===== src/rtl/fetch_ctrl.sv =====
// rtl/fetch_ctrl.sv - instruction-fetch sequencer: fetch PC, redirect/fault handling, fetch buffer toward decode
module fetch_ctrl #(
    parameter logic [63:0] RESET_PC  = 64'h0,
    parameter int          BUF_DEPTH = 2
) (
    input  logic                         clk,
    input  logic                         rst_n,
    input  logic                         fetch_en,
    input  logic                         redirect_valid,
    input  logic [63:0]                  redirect_pc,
    output logic [63:0]                  imem_addr,
    input  logic [31:0]                  imem_rdata,
    output logic                         if_valid,
    output logic [63:0]                  if_pc,
    output logic [31:0]                  if_instr,
    input  logic                         id_ready,
    output logic                         fetch_fault,
    output logic [$clog2(BUF_DEPTH+1)-1:0] buf_count
);

    localparam int PW = $clog2(BUF_DEPTH);
    localparam int CW = $clog2(BUF_DEPTH + 1);
    localparam logic [CW-1:0] DEPTH_C = CW'(BUF_DEPTH);

    typedef enum logic [1:0] {
        ST_RUN   = 2'd0,
        ST_HALT  = 2'd1,
        ST_FAULT = 2'd2
    } state_t;

    state_t          state_q;
    state_t          state_d;
    logic [63:0]     pc_q;
    logic [CW-1:0]   count_q;
    logic [PW-1:0]   rd_ptr_q;
    logic [PW-1:0]   wr_ptr_q;
    logic            fault_q;
    logic [63:0]     pc_mem    [BUF_DEPTH];
    logic [31:0]     instr_mem [BUF_DEPTH];
    logic            push;
    logic            pop;
    logic            redirect_misaligned;

    assign imem_addr   = pc_q;
    assign if_valid    = (count_q != '0);
    assign if_pc       = pc_mem[rd_ptr_q];
    assign if_instr    = instr_mem[rd_ptr_q];
    assign fetch_fault = fault_q;
    assign buf_count   = count_q;

    // HALT with fetch_en high may push directly so resuming costs no bubble.
    always_comb begin
        state_d             = state_q;
        redirect_misaligned = (redirect_pc[1:0] != 2'b00);
        pop                 = if_valid && id_ready && !redirect_valid;
        push                = (state_q != ST_FAULT) && fetch_en && !redirect_valid
                              && ((count_q < DEPTH_C) || pop);
        if (redirect_valid) begin
            if (redirect_misaligned) begin
                state_d = ST_FAULT;
            end else begin
                state_d = fetch_en ? ST_RUN : ST_HALT;
            end
        end else begin
            case (state_q)
                ST_RUN:   state_d = fetch_en ? ST_RUN : ST_HALT;
                ST_HALT:  state_d = fetch_en ? ST_RUN : ST_HALT;
                ST_FAULT: state_d = ST_FAULT;
                default:  state_d = ST_FAULT;
            endcase
        end
    end

    always_ff @(posedge clk) begin
        if (!rst_n) begin
            state_q  <= ST_RUN;
            pc_q     <= RESET_PC;
            count_q  <= '0;
            rd_ptr_q <= '0;
            wr_ptr_q <= '0;
            fault_q  <= 1'b0;
        end else begin
            state_q <= state_d;
            if (redirect_valid) begin
                count_q  <= '0;
                rd_ptr_q <= '0;
                wr_ptr_q <= '0;
                pc_q     <= {redirect_pc[63:2], 2'b00};
                fault_q  <= redirect_misaligned;
            end else begin
                if (push) begin
                    wr_ptr_q <= wr_ptr_q + 1'b1;
                    pc_q     <= pc_q + 64'd4;
                end
                if (pop) begin
                    rd_ptr_q <= rd_ptr_q + 1'b1;
                end
                case ({push, pop})
                    2'b10:   count_q <= count_q + CW'(1);
                    2'b01:   count_q <= count_q - CW'(1);
                    default: count_q <= count_q;
                endcase
            end
        end
    end

    // Entry storage needs no reset: validity is tracked by count_q alone.
    always_ff @(posedge clk) begin
        if (push) begin
            pc_mem[wr_ptr_q]    <= pc_q;
            instr_mem[wr_ptr_q] <= imem_rdata;
        end
    end

endmodule

===== config.mk =====
export PLATFORM = sky130hd
export DESIGN_NAME = fetch_ctrl
export DESIGN_NICKNAME = d
export VERILOG_FILES = /design/src/rtl/fetch_ctrl.sv
export SDC_FILE = /design/constraint.sdc
export NUM_CORES = 1
export LEC_CHECK = 0
export CORE_UTILIZATION = 45
export CTS_CLUSTER_DIAMETER = 40
export CTS_CLUSTER_SIZE = 25
export DETAILED_ROUTE_END_ITERATION = 8
export PLACE_DENSITY = 0.74
export SETUP_SLACK_MARGIN = 0.5
export SYNTH_ARGS = -nofsm -noshare
export SYNTH_HDL_FRONTEND = slang
export SYNTH_SLANG_ARGS = --single-unit

===== constraint.sdc =====
create_clock -name clk -period 10.2 [get_ports clk]
set_input_delay 2.55 -clock clk [delete_from_list [all_inputs] [get_ports clk]]
set_output_delay 2.55 -clock clk [all_outputs]
set_load 0.05 [all_outputs]

-- After elaboration in Yosys (flattened, before gate mapping)
Memories as Yosys holds them, arrays and structs flattened. A register that Yosys moved wholly into a read port is not among the register bits.
Index checks and enable logic that the tools add are counted.
- $add $sub $neg: 5
- multipliers: 0
- divide/modulo/power cells: 0
- $lt $le $gt $ge: 1
- equality and inequality tests: 4
- shift operators: 0
- muxes and demuxes: 13
- bitwise logic cells: 1
- reduce and logical (&&, ||, !) cells: 14
- operators with widths (cell ; count):
    $mux W64 ; 2
    $add A64 B3 Y64 const B ; 1
    $reduce_bool A2 Y1 ; 4
    $mux W1 ; 7
    $mux W2 ; 3
    $logic_and A1 B1 Y1 ; 5
    $eq A2 B1 Y1 const B ; 2
    $pmux W2 S2 ; 1
    $reduce_or A2 Y1 ; 2
    $add A1 B1 Y1 const B ; 2
    $add A2 B1 Y2 const B ; 1
    $eq A2 B2 Y1 const B ; 1
    $logic_not A2 Y1 ; 1
    $lt A2 B2 Y1 const B ; 1
    $ne A2 B2 Y1 const B ; 1
    $sub A2 B1 Y2 const B ; 1
    $logic_not A1 Y1 ; 1
    $logic_or A1 B1 Y1 ; 1
    $not A1 Y1 ; 1
- bits in registers: 71
- bits in latches: 0
- memory bits (writable): 192
- bits in read-only memories: 0
- output and inout port bits: 164
- memories: 2
- memories (memory ; depth ; bits a word ; rd ports ; clocked after Yosys merged registers in ; write ports ; RTL line ; source):
    pc_mem ; 2 ; 64 ; 1 ; 1 ; 1 ; 38 ; logic [63:0] pc_mem [BUF_DEPTH];
    instr_mem ; 2 ; 32 ; 1 ; 1 ; 1 ; 39 ; logic [31:0] instr_mem [BUF_DEPTH];

-- Logic depth before layout (Yosys ltp)
Gate-level depths: netlist of the first run.
- depth after elaboration: 7
- gate-level depth with buffers: 12

-- Worst setup path before layout of the first run
Ideal clock, no wire load.
- kind: input -> register
- from: in redirect_valid
- to: mem instr_mem[0][0] (enable)
- arrival time: 7737 ps
- required time: 9652 ps
- path slack: 1915 ps
- stages on the path: 9
- buffers on the path: 5
- cell sequence: clkbuf_1 > inv_1 > and4_1 > clkbuf_1 > inv_1 > clkbuf_1 > clkbuf_1 > clkbuf_8 > nor2_1
- word-level cells in the longest chain between the ends: 6
- elaborated cells on any way between the ends: 7
- those cells by class: mux: 2; reduce/logical: 5
- ends and longest elaborated chain (what ; RTL line ; source):
    from (decl) ; 9 ; input logic redirect_valid,
    $logic_not A1 Y1 (*) ; 55, 56 ;
    $logic_and A1 B1 Y1 ; 55 ; pop = if_valid && id_ready && !redirect_valid;
    $logic_or A1 B1 Y1 ; 57 ; && ((count_q < DEPTH_C) || pop);
    $logic_and A1 B1 Y1 (*) ; 57 ;
    $mux W1 (*) ; 109 ; if (push) begin
    $mux W1 (implied by the code) (*) ; 111 ; instr_mem[wr_ptr_q] <= imem_rdata;
    to (decl) ; 39 ;
Mark *: on every way between the ends. The rest lies on a longest branch, timed or not.

==> impl_metrics.py, run 1 <==
metrics = {
    "outcome": {
        "status": "complete, no violations",
    },
    "route": {
        "wl_um": 29070,
        "met1_length_um": 12340,
        "first_pass_iters": 7,
        "drtAntennaViolNets": 0,
        "top_layer": "met4",
        "remaining_drc_errors": 0,
        "wl_met2_um": 13660,
        "wl_met3_um": 2342,
        "num_vias": 8257,
        "wl_per_cell_um": 20.08,
        "routed_via_density": 5.702,
        "drt_iter0_markers": 626,
    },
    "timing": {
        "period_needed_ns": 5.690,
        "rsz0062_at_grt": "false",
        "max_freq_ghz": 0.1757,
        "period_share": 0.5579,
        "tightestPinTransition_ns": 1.048,
        "max-slew-margin-rel": 0.3003,
        "maxSlewViolCount": 0,
        "finalSetupViolCount": 0,
        "clock_skew_ns": 0.01810,
        "final_hold_viol_count": 0,
        "fin_tns_setup_ns": 0,
    },
    "logic_synthesis": {
        "yosys.area.top_type_share": 0.5121,
        "async_flop_share": 0,
        "yosysUniqueCellTypes": 61,
        "synth_ff_type": "edfxtp_1",
        "synthTopCellsByArea": "edfxtp_1 51%, dfxtp_1 13%, mux2_2 9.7%, a21oi_1 1.9%, nand3_1 1.7%",
        "ys_ff_latch": 258,
        "syn_area_mm2": 0.01102,
        "synth_most_common_cell": "edfxtp_1",
        "ys_seq_area_frac": 0.6393,
        "ys.warnings.count": 0,
        "ys_top_cells_by_count": "188 x edfxtp_1, 95 x mux2_2, 70 x dfxtp_1, 47 x nand2_1, 44 x nor2_1",
        "synth_edf_count": 188,
        "synth_top_area_cell": "edfxtp_1",
        "syn_area_per_cell_um2": 12.97,
        "syn_inst": 850,
    },
    "cts": {
        "cts_made_buffers": 36,
        "cts.clk_slew.worst_paths_ns": 0.06,
        "post_cts_buffers": 0,
        "cts_buffer_depth": 3,
        "cts_root_buf": "clkbuf_16",
        "cts_tree": "done",
        "ctsResizeCount": 0,
        "cts.sinks": 258,
        "cts_max_level": 2,
        "cts_hold_buf": 0,
        "worst_skew_pair.late_latency_ns": 0.51,
    },
    "setup_path": {
        "r2r_cells": 6,
        "start_kind": "register",
        "path_class": "reg -> out",
        "cp.arrival_ns": 3.14,
        "worstPathRequired_ns": 7.65,
        "crit_fanout": 48,
        "end_kind": "primary output",
    },
    "floorplanning": {
        "start_util": 0.4641,
        "io_pins": 265,
        "std_cell_rows": 56,
        "die_w_um": 158.5,
        "die-area_mm2": 0.02513,
        "coreArea_mm2": 0.02375,
        "fp.dieH_um": 158.5,
    },
    "grt": {
        "grt_max_degree": 68,
        "grt_first_pass_wirelength_um": 43270,
        "grt_pass1_vias": 7740,
        "antenna_found_initial": 2,
        "grt_use_total": 0.2271,
        "grt-ovfl-total": 0,
    },
    "place": {
        "placed_area_mm2": 0.01382,
        "dp.final_hpwl_um": 18870,
        "place_congestion": 0.8393,
        "place_inst": 1382,
        "io_buffers": 260,
    },
    "hold_path": {
        "holdPathStages": 2,
        "hold_path_class": "reg -> reg",
    },
    "cells_and_area": {
        "final_cells": 1448,
        "final_core_util": 0.6322,
        "final_area_mm2": 0.01502,
        "finish.net_count": 1204,
        "drive_above_1_share": 0.1659,
        "synthToLayoutAreaGrowth_pct": 36.23,
    },
    "pwr": {
        "peakVddDrop_mv": 0.1984,
        "intPower_w": 0.002037,
        "leakage_nw": 4.977,
        "pwr-share-clk": 0.441,
        "combPwrFrac": 0.122,
        "p_seq_frac": 0.437,
        "power.total_w": 0.002767,
        "switching_share": 0.2639,
        "power.density_mw_per_mm2": 184.3,
        "power_switching_w": 0.0007303,
    },
    "run": {
        "drv_cap": 0,
    },
}
layout by cell type (no fill, tap or decap), types with 14 or more instances in the layout:
cell type / n
clkdlybuf4s50_1: 259
edfxtp_1: 188
mux2_2: 95
dfxtp_1: 69
nand2_1: 47
a21oi_1: 42
nor2_1: 42
nand3_1: 38
clkbuf_16: 37
o21ai_0: 28
nand4_1: 28
a31oi_1: 21
xor2_1: 20
nor3_1: 14
o22ai_1: 14
worst paths after layout:
check / startpoint / to / slack (ns)
max: register / if_pc[47] / 4.51
min: rd_ptr_q / rd_ptr_q / 0.51
max reg2reg: buf_count[1] / instr_mem[0][4] / 7.08
min reg2reg: rd_ptr_q / rd_ptr_q / 0.51
critical path: stages, from the launching register on:
cell             delay (ns)
dfxtp_4                0.75
buf_4                  0.66
mux2_2                 0.41
clkdlybuf4s50_1        0.72
cell families after synthesis:
group,synth area share
flip-flops,0.6393
AND/OR/NAND/NOR,0.1222
AO/OA/AOI/OAI,0.08797
multiplexers,0.09887
buffers and inverters,0.02838
XOR/XNOR,0.02066
adder cells (fa/ha/maj),0.002270
other,0.0003402
per-layer routing:
metal,up-vias,track usage
met2,392,0.3628
met3,52,0.04437
met4,0,0.08791
li1,3793,-
met5,-,0
met1,4020,0.3047
power by group through the flow:
| stage | clock network, W | registers (W) | logic, W |
|---|---|---|---|
| after floorplan | 0 | 0.00127 | 0.000158 |
| after global placement | 0 | 0.00123 | 0.000336 |
| after detailed placement | 0 | 0.00123 | 0.000338 |
| after CTS | 0.00124 | 0.00121 | 0.000340 |
| after global routing | 0.00128 | 0.00122 | 0.000355 |
| final | 0.00122 | 0.00121 | 0.000338 |
registers in the layout (all words and copies together) (netlist names), named ones only:
register,flops
imem_addr,62
state_q,2
fetch_fault,1
instr_mem,64
pc_mem,124
wr_ptr_q,1
buf_count,2
rd_ptr_q,1
through the flow:
stage / hold slack (ns) / setup WS (ns)
floorplan: 0.4725 / 1.915
global placement: 0.4828 / 4.146
detailed placement: 0.5008 / 4.043
CTS: 0.5152 / 4.462
global route: 0.5486 / 4.347
finish: 0.5129 / 4.510
final cells by class:
class / instances / area [um2]
antenna: 2 / 5.005
clock buffer: 43 / 958.4
clock inverter: 21 / 229.0
fill: 1810 / 8736
inverter: 6 / 22.52
multi-input combinational: 530 / 3687
sequential: 258 / 7051
tap: 319 / 399.1
timing repair buffer: 269 / 2665
Power figures use the tool's default switching activity.
==> run 2, diff against run 1 <==
- PLACE_DENSITY: 0.74 -> 0.76
- clock period: 10.2 -> 5 ns (I/O delays scaled with it)
==> run 2 against run 1 <==
Utilization grew 0.86 points. Worst setup slack lost 3.5 ns. Critical path depth is the same. Sequential share of layout area shrank 0.63 points. Clock power grew 120%. Wire length grew 0.63%. Sequential cell count is the same. Hold slack lost 0.0020 ns. Global-route usage is essentially flat. Combinational power grew 100%. Largest power group unchanged. First-iteration DRC count grew 9.7%. Sequential power grew 100%.
==> impl_metrics.py, run 2 (same netlist as run 1, synthesis figures left out) <==
metrics = {
    "setup_path": {
        "slowest_delay_ns": 0.74,
        "cp.arrival_ns": 2.77,
        "path_cells": "buf_12 -> mux2_2 -> clkdlybuf4s50_1",
        "start_kind": "register",
        "worstPathRequired_ns": 3.75,
        "crit_buf_inv": 2,
        "end_kind": "primary output",
        "critPathSlowestCell": "dfxtp_4",
        "path_delay_family": "buffers and inverters",
        "path_class": "reg -> out",
        "crit_fanout": 52,
    },
    "cells_and_area": {
        "finish.net_count": 1210,
        "multi_input_area_mm2": 0.003687,
        "drive_above_1_share": 0.1768,
        "mostFrequentLayoutCells": "259 x clkdlybuf4s50_1, 188 x edfxtp_1, 95 x mux2_2",
        "seqCellArea_mm2": 0.007051,
        "nFillCells": 1793,
        "mostFrequentLayoutCell": "clkdlybuf4s50_1",
        "synthToLayoutAreaGrowth_pct": 38.09,
        "largest_reg_flops": 124,
        "final_cells": 1458,
        "regMostFlops": "pc_mem",
        "final_core_util": 0.6409,
    },
    "cts": {
        "cts_tree": "done",
        "cts_root_buf": "clkbuf_16",
        "ctsResizeCount": 0,
        "cts.clk_slew.worst_paths_ns": 0.06,
        "cts_hold_buf": 0,
        "cts_buffer_depth": 3,
        "cts_made_buffers": 38,
        "worst_skew_pair.late_latency_ns": 0.51,
        "cts_max_level": 2,
        "cts.sinks": 258,
        "post_cts_buffers": 0,
    },
    "floorplanning": {
        "std_cell_rows": 56,
        "die-area_mm2": 0.02513,
        "fp.dieH_um": 158.5,
        "die_w_um": 158.5,
        "coreArea_mm2": 0.02375,
        "io_pins": 265,
        "start_util": 0.4641,
    },
    "grt": {
        "grt-ovfl-total": 0,
        "grt_use_total": 0.2268,
        "grt_max_degree": 69,
        "grt_first_pass_wirelength_um": 43580,
        "grt_pass1_vias": 7873,
        "antenna_found_initial": 3,
    },
    "timing": {
        "maxSlewViolCount": 0,
        "period_needed_ns": 4.022,
        "clock_skew_ns": 0.01588,
        "fin_tns_setup_ns": 0,
        "final_hold_viol_count": 0,
        "finalSetupViolCount": 0,
        "period_share": 0.8044,
        "rsz0062_at_grt": "false",
        "max-slew-margin-rel": 0.2916,
        "tightestPinTransition_ns": 1.063,
        "max_freq_ghz": 0.2486,
        "fin_hold_ws_ns": 0.5109,
    },
    "run": {
        "drv_cap": 0,
    },
    "pwr": {
        "pwr-share-clk": 0.464,
        "intPower_w": 0.004319,
        "leakage_nw": 5.082,
        "power_switching_w": 0.001567,
        "combPwrFrac": 0.117,
        "switching_share": 0.2662,
        "power.density_mw_per_mm2": 386.7,
        "p_seq_frac": 0.419,
        "peakVddDrop_mv": 0.3240,
        "power.total_w": 0.005887,
    },
    "route": {
        "drt_iter0_markers": 687,
        "first_pass_iters": 7,
        "wl_um": 29260,
        "remaining_drc_errors": 0,
        "wl_per_cell_um": 20.07,
        "drtAntennaViolNets": 0,
        "num_vias": 8145,
        "routed_via_density": 5.586,
    },
    "place": {
        "place_congestion": 0.8340,
        "dp.final_hpwl_um": 18890,
        "io_buffers": 260,
        "place_inst": 1386,
    },
    "hold_path": {
        "hold_path_class": "reg -> reg",
    },
    "outcome": {
        "status": "complete, no violations",
    },
}
==> run 2: layout make-up <==
class / count / share of cell area
antenna: 2 / 0.0003288
clock buffer: 39 / 0.06337
clock inverter: 31 / 0.02449
inverter: 6 / 0.001480
multi-input combinational: 530 / 0.2422
sequential: 258 / 0.4632
tap: 319 / 0.02622
timing repair buffer: 273 / 0.1787
==> run 2: worst register-to-register path: stages (launching register included) <==
cell	delay, ns
dfxtp_1	0.50
nand4_2	0.22
or3_2	0.65
nor4b_4	0.88
nand4_1	0.26
xor2_1	0.21
o211ai_1	0.16
==> run 2: worst paths after layout <==
check,slack (ns),cells after the start,start,endpoint
max,0.98,3,register,if_pc[31]
min,0.51,2,rd_ptr_q,register
max reg2reg,2.03,6,imem_addr[9],imem_addr[60]
min reg2reg,0.51,2,rd_ptr_q,register
==> run 2: stage by stage <==
step           area [um2]  worst slack [ns]
4_1_cts             15220            0.9323
6_report            15220            0.9778
2_1_floorplan       11040            0.6997
3_3_place_gp        13880             1.179
5_1_grt             15220            0.8696
3_5_place_dp        13880             1.136
==> run 2: power groups by stage <==
stage,clock network (W),registers (W),logic (W)
6_report,0.00273,0.00246,0.000689
3_5_place_dp,0,0.00251,0.000687
5_1_grt,0.00288,0.00248,0.000722
4_1_cts,0.00278,0.00246,0.000692
3_3_place_gp,0,0.00250,0.000681
2_1_floorplan,0,0.00259,0.000323
==> run 2: metal layers <==
layer | global-route usage | part of all wire | vias up
met3 | 0.05797 | 0.088 | 49
li1 | - | - | 3798
met2 | 0.3693 | 0.47 | 367
met5 | 0 | 0 | -
met1 | 0.2984 | 0.43 | 3931
met4 | 0.06548 | 0.019 | 0
==> run 3, diff against run 2 <==
- clock period: 5 -> 3.7 ns (I/O delays scaled with it)
==> run 3 against run 2 <==
Global-route usage up 0.38 points. Clock-buffer cell count up 3. Combinational power up 34%. Critical path type unchanged. Critical endpoint is now if_pc[5]. Largest cell class unchanged.
==> impl_metrics.py, run 3 (same netlist as run 1, synthesis figures left out) <==
metrics = {
    "outcome": {
        "status": "complete, no violations",
    },
    "cts": {
        "cts_tree": "done",
        "cts.sinks": 258,
        "cts_root_buf": "clkbuf_16",
        "cts_buffer_depth": 3,
        "cts_made_buffers": 35,
        "post_cts_buffers": 0,
        "cts.clk_slew.worst_paths_ns": 0.05,
        "worst_skew_pair.late_latency_ns": 0.51,
        "cts_max_level": 2,
    },
    "place": {
        "place_congestion": 0.8218,
        "placed_area_mm2": 0.01398,
        "io_buffers": 260,
        "dpl_worst_slack_ns": 0.3306,
        "dp.final_hpwl_um": 18910,
    },
    "grt": {
        "grt_first_pass_wirelength_um": 43880,
        "grt_max_degree": 68,
        "grt_util_met3": 0.05525,
        "antenna_found_initial": 3,
        "grt_util_met2": 0.3603,
        "use_met1": 0.3113,
        "grt_use_total": 0.2306,
        "grt-ovfl-total": 0,
        "top_usage_layer": "met2",
        "grt_pass1_vias": 7792,
    },
    "pwr": {
        "peakVddDrop_mv": 0.5006,
        "leakage_nw": 5.335,
        "power.density_mw_per_mm2": 495.1,
    },
    "floorplanning": {
        "std_cell_rows": 56,
        "start_util": 0.4641,
        "coreArea_mm2": 0.02375,
        "die-area_mm2": 0.02513,
        "fp.dieH_um": 158.5,
        "die_w_um": 158.5,
        "io_pins": 265,
    },
    "timing": {
        "final_hold_viol_count": 0,
        "maxSlewViolCount": 0,
        "period_needed_ns": 3.068,
        "clock_skew_ns": 0.01429,
        "fin_ws_ns": 0.6319,
        "rsz0062_at_grt": "false",
        "fin_tns_setup_ns": 0,
        "finalSetupViolCount": 0,
        "tightestPinTransition_ns": 0.9312,
        "max-slew-margin-rel": 0.3777,
        "period_share": 0.8292,
        "fin_hold_ws_ns": 0.5014,
        "max_freq_ghz": 0.3259,
    },
    "setup_path": {
        "path_cells": "bufbuf_16 -> mux2_2 -> dlygate4sd2_1",
        "end_kind": "primary output",
        "worstPathRequired_ns": 2.77,
        "crit_buf_inv": 2,
        "path_class": "reg -> out",
        "path_delay_family": "buffers and inverters",
        "start_kind": "register",
        "cp.arrival_ns": 2.14,
        "crit_fanout": 47,
        "slowest_delay_ns": 0.43,
        "critPathSlowestCell": "bufbuf_16",
    },
    "route": {
        "wl_um": 29730,
        "wl_per_cell_um": 20.38,
        "routed_via_density": 5.712,
        "drt_iter0_markers": 648,
        "drtAntennaViolNets": 0,
        "num_vias": 8334,
        "first_pass_iters": 5,
        "remaining_drc_errors": 0,
    },
    "cells_and_area": {
        "final_area_mm2": 0.01513,
        "synthToLayoutAreaGrowth_pct": 37.29,
        "seqCellArea_mm2": 0.007051,
        "mostFrequentLayoutCells": "188 x edfxtp_1, 165 x clkdlybuf4s50_1, 95 x mux2_2",
        "regMostFlops": "pc_mem",
        "largest_reg_flops": 124,
        "multi_input_area_mm2": 0.003687,
        "final_core_util": 0.6371,
        "drive_above_1_share": 0.1765,
        "mostFrequentLayoutCell": "edfxtp_1",
        "finish.net_count": 1216,
        "nFillCells": 1834,
    },
    "hold_path": {
        "hold_path_class": "reg -> reg",
    },
    "run": {
        "drv_cap": 0,
    },
}
## run 3: cell types whose count changed in the layout (fill, tap and decap cells not counted), sizes merged
cell,before,now
inv,19,16
dlygate4sd2,0,73
dlymetal6s2s,0,21
clkbuf,39,42
buf,14,22
diode,2,1
clkdlybuf4s50,259,165
bufinv,4,1
clkinvlp,1,3
bufbuf,0,1
clkinv,13,7
## run 3: worst min-delay path, stage by stage (launching register included)
cell,delay (ns)
dfxtp_1,0.32
xor2_1,0.08
nor2_1,0.07
## run 3: stage by stage
| step | total power (W) | cells |
|---|---|---|
| finish | 0.007493 | 1459 |
| global route | 0.007733 | 1459 |
| CTS | 0.007553 | 1458 |
| detailed placement | 0.004335 | 1394 |
| global placement | 0.004319 | 1394 |
| floorplan | 0.003942 | 853 |
## run 3: repair_timing
item / 4_1_cts / 5_1_grt
gates resized for setup: 74 / 21
setup endpoints to repair: 94 / 21
endpoints found under the hold margin: 0 / 0
hold buffers: 0 / 0
gates cloned: 1 / 0
## run 3: final timing paths
| check | from | endpoint | slack (ns) | cells past startpoint |
|---|---|---|---|---|
| setup reg to reg | imem_addr[9] | imem_addr[58] | 0.74 | 6 |
| setup / recovery | register | if_pc[5] | 0.63 | 3 |
| hold reg to reg | rd_ptr_q | rd_ptr_q | 0.50 | 2 |
| hold / removal | rd_ptr_q | rd_ptr_q | 0.50 | 2 |
## run 3: power breakdown
group	internal [W]	leakage, nW	switching, W
Combinational	0.000336	2.44	0.000585
Clock	0.00196	0.559	0.00128
Sequential	0.00322	2.33	0.000110
Total	0.00551	5.34	0.00198
## run 3: area by class of cell
class | instances | share of cell area
antenna | 1 | 0.0001654
clock buffer | 42 | 0.06308
clock inverter | 21 | 0.01290
inverter | 6 | 0.001654
multi-input combinational | 530 | 0.2437
sequential | 258 | 0.4659
tap | 319 | 0.02637
timing repair buffer | 282 | 0.1863
## run 3: layer usage
metal  vias up  share of wire
li1       3828              -
met1      4021           0.43
met2       422           0.45
met3        59          0.089
met4         4          0.026
met5         -         0.0011
==> variant: new RTL, config.mk and constraints of run 1 <==
Encoding of `state_t`: now one-hot (3 bits for 3 states).
--- a/src/rtl/fetch_ctrl.sv
+++ b/src/rtl/fetch_ctrl.sv
@@ -22,10 +22,10 @@
     localparam int CW = $clog2(BUF_DEPTH + 1);
     localparam logic [CW-1:0] DEPTH_C = CW'(BUF_DEPTH);
 
-    typedef enum logic [1:0] {
-        ST_RUN   = 2'd0,
-        ST_HALT  = 2'd1,
-        ST_FAULT = 2'd2
+    typedef enum logic [2:0] {
+        ST_RUN   = 3'b001,
+        ST_HALT  = 3'b010,
+        ST_FAULT = 3'b100
     } state_t;
 
     state_t          state_q;
Behaviour: same outputs for any inputs over 4 cycles, from zero or initial values and one cycle with rst_n low; so few cycles prove little.
==> variant against run 1 <==
  * Final area up 0.64%
  * Power up 0.13%
  * Wire length rose by 0.22%
  * Synthesized cell count grew 0.94%
  * Area after synthesis rose by 0.15%
  * Die area rose by 0.15%
  * Sequential cell count is 1 higher
  * Combinational power up 3%
  * Maximum frequency about the same
  * Sequential share of layout area is 0.17 points lower
  * Worst setup slack got worse by 0.0042 ns
  * Critical endpoint is now if_pc[26]
  * Largest cell class unchanged
  * Largest power group is now sequential cells
==> variant: results (changes against run 1) <==
[drt]
drt_wl_total_mm=29.14  ; was 29.07 mm
dr_wl_met3_mm=2.947  ; was 2.342 mm
drt-initial-drc-count=602  ; was 626
wl_per_cell_um=19.88  ; was 20.08 um
dr.pass1.iters=5  ; was 7
route.layer.met1.wl_mm=12.31  ; was 12.34 mm
topRoutingLayerUsed=met5  ; was met4
viasPerCell=5.634  ; was 5.702

[timing]
skew_ns=0.01029  ; was 0.01810 ns
setup_violations=0  ; unchanged
max_freq_ghz=0.1756  ; was 0.1757 GHz
hold_ws_ns=0.5317  ; was 0.5129 ns
slew_headroom_pct=31.07  ; was 30.03%

[placed_design]
dp.cells=1401  ; was 1382
hpwl_mm=19.25  ; was 18.87 mm
place_congestion=0.8483  ; was 0.8393
pre_cts_slack_ns=4.255  ; was 4.043 ns
placed_area_um2=13940  ; was 13820 um2

[synthesis]
synthTopCellsByCount=188 x edfxtp_1, 95 x mux2_2, 71 x dfxtp_1  ; was 188 x edfxtp_1, 95 x mux2_2, 70 x dfxtp_1
yosysUniqueCellTypes=56  ; was 61
synth_area_leaders=edfxtp_1 51%, dfxtp_1 13%, mux2_2 9.7%  ; unchanged
synth_top_area_share_pct=51.14  ; was 51.21%
syn_area_per_cell_um2=12.87  ; was 12.97 um2
synth-seq-area-share_pct=64.01  ; was 63.93%

[global_route]
antenna_found_initial=4  ; was 2
grt_max_degree=70  ; was 68
gr-usage-met1_pct=31.17  ; was 30.47%
grt_pass1_wl_mm=43.79  ; was 43.27 mm
use_met3_pct=6.315  ; was 4.437%
track_usage_pct=23.01  ; was 22.71%
grt_pass1_vias=7693  ; was 7740

[status]
status=completed  ; unchanged

[final_layout]
final_nets=1223  ; was 1204
drive_gt1_share_pct=16.33  ; was 16.59%

[power_and_ir_drop]
irDropWorstVdd_v=0.0001257  ; was 0.0001984 V
p_switching_mw=0.7360  ; was 0.7303 mW

[worst_setup_path]
regToRegEndpoint=pc_mem[0][5]$_DFFE_PP_  ; was instr_mem[0][4]$_DFFE_PP_
critPathSlowestCell=clkdlybuf4s50_1  ; was dfxtp_4
r2r_slack_ns=6.86  ; was 7.08 ns
crit_fanout=67  ; was 48

[cts]
cts_setup_buffers=0  ; unchanged

variant: worst max path at each step:
stage	end	depth (start not counted)
floorplan	instr_mem[0][0]$_DFFE_PP_	6
global placement	pc_mem[0][8]$_DFFE_PP_	7
detailed placement	pc_mem[0][8]$_DFFE_PP_	7
CTS	if_pc[2]	3
global route	if_pc[26]	3
finish	if_pc[26]	3
variant: layout make-up:
class	instances	area [um2]
Fill cell	1825	8640
Sequential cell	259	7071
Multi-Input combinational cell	542	3757
Timing Repair Buffer	269	2665
Clock buffer	39	933.4
Tap cell	319	399.1
Clock inverter	24	237.7
Inverter	12	45.04
Antenna cell	2	5.005
variant: logic make-up (layout without fill, tap and decap cells):
family / count (synthesis) / count (layout) / share of synthesized area [%]
mux: 97 / 97 / 9.872
fa+ha+maj: 2 / 2 / 0.2266
buf+inv: 60 / 344 / 2.210
flops: 259 / 259 / 64.01
other cells: 1 / 6 / 0.03397
xor+xnor: 17 / 17 / 1.349
simple gates: 249 / 249 / 12.63
compound gates: 173 / 173 / 9.668
